## src/rtl/sysid_regfile.sv

```systemverilog
// rtl/sysid_regfile.sv - system identification / uptime register file, Avalon-MM slave
//
// Eight 32-bit words: identifier, build timestamp, a free-running uptime
// counter read as LO/HI with an atomic capture, a scratch word, a control
// word and a sticky overflow status. Reads are fully pipelined with a fixed
// latency; writes complete in the cycle they are presented.
//
// Ports:
//   clock          sole clock, rising edge
//   reset_n        asynchronous active-low reset
//   address[2:0]   word address
//   read           read strobe, accepted every cycle it is high
//   write          write strobe, accepted every cycle it is high
//   writedata[31:0] write data
//   byteenable[3:0] write byte lanes (ignored for reads)
//   readdata[31:0] read result, zero unless readdatavalid
//   readdatavalid  one pulse per accepted read, READ_LATENCY cycles later

module sysid_regfile #(
  parameter logic [31:0] SYSTEM_ID    = 32'h0000_1234,
  parameter logic [31:0] TIMESTAMP    = 32'h0000_0000,
  parameter int          UPTIME_WIDTH = 64,
  parameter int          READ_LATENCY = 1
) (
  input  logic        clock,
  input  logic        reset_n,
  input  logic [2:0]  address,
  input  logic        read,
  input  logic        write,
  input  logic [31:0] writedata,
  input  logic [3:0]  byteenable,
  output logic [31:0] readdata,
  output logic        readdatavalid
);

  localparam int HOLD_W = UPTIME_WIDTH - 32;

  localparam logic [2:0] ADDR_SYSTEM_ID = 3'd0;
  localparam logic [2:0] ADDR_TIMESTAMP = 3'd1;
  localparam logic [2:0] ADDR_UPTIME_LO = 3'd2;
  localparam logic [2:0] ADDR_UPTIME_HI = 3'd3;
  localparam logic [2:0] ADDR_SCRATCH   = 3'd4;
  localparam logic [2:0] ADDR_CONTROL   = 3'd5;
  localparam logic [2:0] ADDR_STATUS    = 3'd6;

  localparam logic [UPTIME_WIDTH-1:0] UPTIME_ONE = {{(UPTIME_WIDTH-1){1'b0}}, 1'b1};

  // Register state
  logic [UPTIME_WIDTH-1:0] uptime_q;
  logic [HOLD_W-1:0]       hold_q;
  logic [31:0]             scratch_q;
  logic                    enable_q;
  logic                    overflow_q;

  // Write decode
  logic wr_scratch;
  logic wr_control;
  logic wr_status;
  logic rd_uptime_lo;
  logic counter_clear;
  logic counter_wrap;
  logic overflow_clear;

  assign wr_scratch     = write && (address == ADDR_SCRATCH);
  assign wr_control     = write && (address == ADDR_CONTROL);
  assign wr_status      = write && (address == ADDR_STATUS);
  assign rd_uptime_lo   = read  && (address == ADDR_UPTIME_LO);

  // Clear lives in the same byte lane as the enable bit.
  assign counter_clear  = wr_control && byteenable[0] && writedata[1];

  // A wrap only counts when the increment actually happens; a coincident
  // clear takes the counter to zero without flagging an overflow.
  assign counter_wrap   = enable_q && !counter_clear && (&uptime_q);

  assign overflow_clear = wr_status && byteenable[0] && writedata[0];

  // Uptime counter
  always_ff @(posedge clock or negedge reset_n) begin
    if (!reset_n) begin
      uptime_q <= '0;
    end else if (counter_clear) begin
      uptime_q <= '0;
    end else if (enable_q) begin
      uptime_q <= uptime_q + UPTIME_ONE;
    end
  end

  // Upper counter bits are frozen by a LO read so that a following HI read
  // forms a coherent 64-bit value even if the low word rolls over meanwhile.
  always_ff @(posedge clock or negedge reset_n) begin
    if (!reset_n) begin
      hold_q <= '0;
    end else if (rd_uptime_lo) begin
      hold_q <= uptime_q[UPTIME_WIDTH-1:32];
    end
  end

  // Scratch word with per-byte write enables
  always_ff @(posedge clock or negedge reset_n) begin
    if (!reset_n) begin
      scratch_q <= '0;
    end else if (wr_scratch) begin
      for (int b = 0; b < 4; b++) begin
        if (byteenable[b]) begin
          scratch_q[8*b +: 8] <= writedata[8*b +: 8];
        end
      end
    end
  end

  // Control: bit 0 is the stored enable; bit 1 (clear) is a pulse only.
  always_ff @(posedge clock or negedge reset_n) begin
    if (!reset_n) begin
      enable_q <= 1'b1;
    end else if (wr_control && byteenable[0]) begin
      enable_q <= writedata[0];
    end
  end

  // Sticky overflow; a new wrap beats a simultaneous W1C.
  always_ff @(posedge clock or negedge reset_n) begin
    if (!reset_n) begin
      overflow_q <= 1'b0;
    end else if (counter_wrap) begin
      overflow_q <= 1'b1;
    end else if (overflow_clear) begin
      overflow_q <= 1'b0;
    end
  end

  // Read mux: samples current register contents, so a read coincident with
  // a write or an increment sees the pre-update value.
  logic [31:0] hold_ext;
  logic [31:0] rd_mux;

  always_comb begin
    hold_ext = '0;
    hold_ext[HOLD_W-1:0] = hold_q;
  end

  always_comb begin
    rd_mux = '0;
    case (address)
      ADDR_SYSTEM_ID: rd_mux = SYSTEM_ID;
      ADDR_TIMESTAMP: rd_mux = TIMESTAMP;
      ADDR_UPTIME_LO: rd_mux = uptime_q[31:0];
      ADDR_UPTIME_HI: rd_mux = hold_ext;
      ADDR_SCRATCH:   rd_mux = scratch_q;
      ADDR_CONTROL:   rd_mux = {31'd0, enable_q};
      ADDR_STATUS:    rd_mux = {31'd0, overflow_q};
      default:        rd_mux = '0;
    endcase
  end

  // Read pipeline. Data stages carry zero whenever their valid bit is low,
  // so the last stage drives readdata directly with no output gating.
  logic [READ_LATENCY-1:0] pipe_valid;
  logic [31:0]             pipe_data [READ_LATENCY];

  always_ff @(posedge clock or negedge reset_n) begin
    if (!reset_n) begin
      pipe_valid <= '0;
      for (int i = 0; i < READ_LATENCY; i++) begin
        pipe_data[i] <= '0;
      end
    end else begin
      pipe_valid[0] <= read;
      pipe_data[0]  <= read ? rd_mux : 32'd0;
      for (int i = 1; i < READ_LATENCY; i++) begin
        pipe_valid[i] <= pipe_valid[i-1];
        pipe_data[i]  <= pipe_data[i-1];
      end
    end
  end

  assign readdatavalid = pipe_valid[READ_LATENCY-1];
  assign readdata      = pipe_data[READ_LATENCY-1];

endmodule

```

## config.mk

```make
export PLATFORM = sky130hd
export DESIGN_NAME = sysid_regfile
export DESIGN_NICKNAME = d
export VERILOG_FILES = /design/src/rtl/sysid_regfile.sv
export SDC_FILE = /design/constraint.sdc
export NUM_CORES = 1
export LEC_CHECK = 0
export CAP_MARGIN = 20
export CORE_MARGIN = 8
export CORE_UTILIZATION = 52
export DETAILED_ROUTE_END_ITERATION = 16
export GPL_TIMING_DRIVEN = 0
export HOLD_SLACK_MARGIN = 0.1
export PLACE_DENSITY = 0.81
export SLEW_MARGIN = 20
export SYNTH_ARGS = -nofsm -noshare
export SYNTH_HDL_FRONTEND = slang
export SYNTH_SLANG_ARGS = --single-unit
```

## constraint.sdc

```tcl
create_clock -name clock -period 2.5 [get_ports clock]
set_input_delay 0.375 -clock clock [delete_from_list [all_inputs] [get_ports clock]]
set_output_delay 0.375 -clock clock [all_outputs]
set_load 0.02 [all_outputs]
```

# ---- After elaboration in Yosys (flattened, before gate mapping)
# Index checks and enable logic that the tools add are counted.
dict set report totals {
  elab_cells 41
  input_bits 43
  ff_bits 163
}
dict set report op_classes {
  reduce_logical 19
  n_mux 6
  eq_ne 5
  addsub 1
}
# cell n
set op_table {}
lappend op_table {{32-bit one-hot mux with 6 select lines} 1}
lappend op_table {{64-bit two-way mux} 2}
lappend op_table {{64-bit by 1-bit adder with 64-bit output (second input constant)} 1}
lappend op_table {{64-bit AND reduction} 1}
lappend op_table {{32-bit two-way mux} 1}
lappend op_table {{1-bit logical AND} 10}
lappend op_table {{3-bit == test (second input constant)} 3}
lappend op_table {{2-bit AND reduction} 4}
lappend op_table {{3-bit by 2-bit == test with 1-bit output (second input constant)} 2}
lappend op_table {{2-bit nonzero test} 2}
lappend op_table {{3-bit logical NOT} 1}
lappend op_table {{1-bit two-way mux} 2}
lappend op_table {{1-bit logical NOT} 1}

# ---- Logic depth before layout (Yosys ltp)
dict set report logic_depth {
  ltp_word 8
  depth_mapped 7
  depth_no_buf 6
}

# ---- Worst setup path before layout
# Ideal clock, no wire load.
dict set report synth_path {
  path_kind {reg-to-reg}
  from {register enable_q}
  to {register uptime_q[27]}
  t_required_ns 2.381
  n_path_buf 2
  setup_ns 0.119
  t_arrival_ns 2.257
  period_less_slack_ns 2.376
  stages_incl_launch_ff 8
  path_slack_ns 0.124
  path_cell_list {dfstp_2 -> buf_4 -> nand4_2 -> or4_4 -> or4_1 -> buf_2 -> o21a_1 -> o21a_1}
}
dict set report synth_between {
  elab_chain_len 1
}
# element line
set synth_rtl {}
lappend synth_rtl {{start, declared} 52} ;# logic enable_q;
lappend synth_rtl {{start signal, assigned} 117} ;# enable_q <= writedata[0];
lappend synth_rtl {{2-bit nonzero test (no line)} n/a}
lappend synth_rtl {{end signal, assigned} 85} ;# uptime_q <= uptime_q + UPTIME_ONE;
lappend synth_rtl {{end, declared} 49} ;# logic [UPTIME_WIDTH-1:0] uptime_q;
# No other way between the ends.
# A chain may end at the register's enable or synchronous reset.

# ---- Final worst setup path
dict set report layout_path {
  from {register enable_q}
  to {register uptime_q[29]}
}
# The elaborated chain is that of the path after synthesis.

==> reports/summary.txt <==
Achievable Freq = 404 MHz
TritonCTS clock tree = yes
Post-Synthesis Cells = 719
hold path startpoint = read
Post-DP Area = 0.00857 mm^2
worst hold stages = 1
Startpoint Class = register
Starting Density = 52.7%
Critical-path top delay cell = or4_4
RSZ-0062 raised after global routing = yes
Layout Area Growth over Synthesis = 22.7%
Yosys top cell by area = dfrtp_1
final-report hold violation count = 0
clock skew = 0.0105 ns
diode count = 0
Clk pin slew, worst setup/hold paths = 0.06 ns
final core occ = 64.6%
FF-to-FF Start = enable_q
core area = 0.0144 mm^2
vias = 5991
Syn. warnings = 0
WHS Endpoint = readdatavalid
Mean Syn Cell Area = 10.5 um^2
share of cells above drive strength 1 = 15.7%
Port Buffers = 74
area taken by multi-input logic gates = 0.00340 mm^2
post-route ant nets = 0
Final nets = 864
Reg area = 0.00408 mm^2
Final HPWL DP = 13500 um
pin count of the biggest net entering global routing = 92
clk_lat worst skew = 0.43 ns
crit end category = register
IO Count = 76
die width = 137 um
worst path arrival time = 2.79 ns
Period Utilization, post-route = 98.9%
FF-to-FF path depth = 7
first-pass GRT wire length = 30400 um
top cell type's share of synthesized area = 53.6%
r2r setup slk = 0.03 ns
Final Setup Violations = 0
RR Endpoint = uptime_q[29]
H-tree levels = 4
drt total wl = 19000 um
pwr/cell area = 843 mW/mm^2
DR vias/cell = 5.90
vias in the first global route = 5782
number of antenna violations at the first check in global routing = 0
CTS Buf Count = 17
CP Max Fanout = 8
Distinct cells, synth = 41
cell chain of the critical path = buf_6 -> nand4_4 -> or4_4 -> or4_4 -> buf_6 -> o21a_1 -> o21a_1
die footprint = 0.0187 mm^2
status = completed
CP Class = register to register
gr usage total = 21.0%
Pre-antenna DRT Iters = 6
drt initial violations = 535
VDD IR-drop max = 606 uV
top post-synthesis cells by area = dfrtp_1, mux2_2, nor2_1, a21oi_1, mux2i_1
worst hold-check path type = input port to register
Overflow after GRT = 0
die height = 137 um
Tmin final = 2.47 ns
final instance area = 0.00929 mm^2
DRC viols = 0
CTS Sinks = 163
Clock Tree Buf Depth = 2
max-slew violations = 0
max-cap viol count = 0
number of synthesized register bits = 163
root buffer selected by CTS = clkbuf_16
leak pwr = 3.78 nW
routed len/inst = 18.7 um
register area share after synthesis = 53.9%
num rows = 44
Syn Nets = 763
RePlAce Congestion = 0.876
worst endpoint required time = 2.81 ns
CP peak stage delay = 0.59 ns
Rel. slew slack = 51.3%
fillcell total = 1067
post-synthesis cell area = 0.00757 mm^2
Worst Tran Pin Value = 0.731 ns
[cells in the mapped netlist, drive strengths merged]
library cell  instances
dfrtp               162
nor2                 98
mux2                 66
a21oi                64
nand2                34
nand4                31
mux2i                27
clkbuf               26
o21ai                26
nand3                25
or3                  24
xnor2                21
nor4                 17
inv                  16
xor2                 11
buf                  10
or4                   8
nor2b                 7
nor3                  7
and4                  5
o21bai                5
and3                  4
o21a                  4
nand2b                3
o31ai                 3
or2                   3
and2                  2
nand3b                2
nand4b                2
a222oi                1
a31o                  1
dfstp                 1
ha                    1
nor3b                 1
o211ai                1
[power breakdown]
part           total (W)  internal, W  leakage (nW)  switching, W
logic            0.00152     0.000774          1.54      0.000748
clock network    0.00233      0.00131         0.245       0.00102
registers        0.00398      0.00329          2.00      0.000689
total            0.00783      0.00537          3.78       0.00245
[cells in the final DEF (no fill, tap or decap), types with 4 or more instances in the layout]
master           Yosys  final
dfrtp_1            162    160
nor2_1              98     97
clkdlybuf4s50_1      0     73
mux2_2              66     66
a21oi_1             64     64
nand2_1             34     34
nand4_1             29     29
mux2i_1             27     27
clkbuf_1            26     25
or3_1               24     24
nand3_1             25     23
xnor2_1             21     21
o21ai_1             18     18
clkbuf_16            0     17
inv_1               16     16
xor2_1              11     11
nor4_1              12      9
buf_4                1      9
buf_1                8      8
o21ai_0              8      8
nor2b_1              7      7
nor4_4               0      7
nor3_1               7      7
o21bai_1             5      5
or4_1                7      5
and4_1               5      5
and3_1               4      4
o21a_1               4      4
clkinvlp_4           0      4
[sequential cells by signal, indices dropped and copies added, names as in the netlist]
name and flops:
overflow_q 1, enable_q 1, readdata 32, readdatavalid 1, uptime_q 64, scratch_q 32
hold_ext 32
[worst max-delay path by stage]
stage,startpoint,to,slack [ns]
after floorplan,enable_q,uptime_q[27],0.12
after global placement,reset_n,scratch_q[22],-5.42
after detailed placement,enable_q,uptime_q[38],-0.38
after CTS,enable_q,uptime_q[27],-0.02
after global routing,uptime_q[26],uptime_q[58],-0.06
final,enable_q,uptime_q[29],0.03
[timing repair]
action	CTS	global route
setup endpoints to repair	24	57
hold buffers	1	0
pin swaps	3	6
setup buffers	6	3
gates cloned	0	0
resized for setup	5	21
hold endpoints to repair	89	0
[final cells by class]
class                      count  area share, %
sequential                   163           44.0
multi-input combinational    504           36.6
timing repair buffer          85           9.16
clock buffer                  23           5.04
tap                          184           2.48
buffer                        33           1.52
inverter                      16          0.647
clock inverter                 8          0.579
[through the flow]
| stage | setup WS, ns | power [W] | TNS [ns] | cells | hold slack [ns] |
|---|---|---|---|---|---|
| floorplan | 0.124 | 0.00480 | 0 | 719 | 0.0794 |
| global placement | -5.42 | 0.00533 | -905.05 | 977 | 0.486 |
| detailed placement | -0.376 | 0.00543 | -26.50 | 978 | 0.438 |
| CTS | -0.0184 | 0.00777 | -0.0327 | 1016 | 0.458 |
| global route | -0.0636 | 0.00820 | -0.128 | 1016 | 0.462 |
| finish | 0.0278 | 0.00783 | 0 | 1016 | 0.472 |
[cells by family (layout without fill, tap and decap cells)]
family	after synthesis	in the layout	share of synthesized area (%)
compound gates	105	105	7.49
xor+xnor	32	32	3.70
fa+ha+maj	1	1	0.165
buf+inv	52	165	2.64
flops	163	163	53.9
mux	93	93	13.4
simple gates	273	273	18.7
[routing by layer]
layer	up-vias	track usage (%)	wire (um)
li1	2751	-	-
met3	42	4.70	1480
met1	2952	27.0	7980
met2	246	33.5	9010
met5	-	0	0
met4	0	9.09	556
[worst max-delay path: cells and delay by family (launching register included)]
| family | cells | cell delay (ns) |
|---|---|---|
| buffers and inverters | 2 | 0.27 |
| flip-flops | 1 | 0.53 |
| AND/OR/NAND/NOR | 3 | 1.22 |
| AO/OA/AOI/OAI | 2 | 0.34 |
No activity file was read; power rests on OpenSTA's default activity.
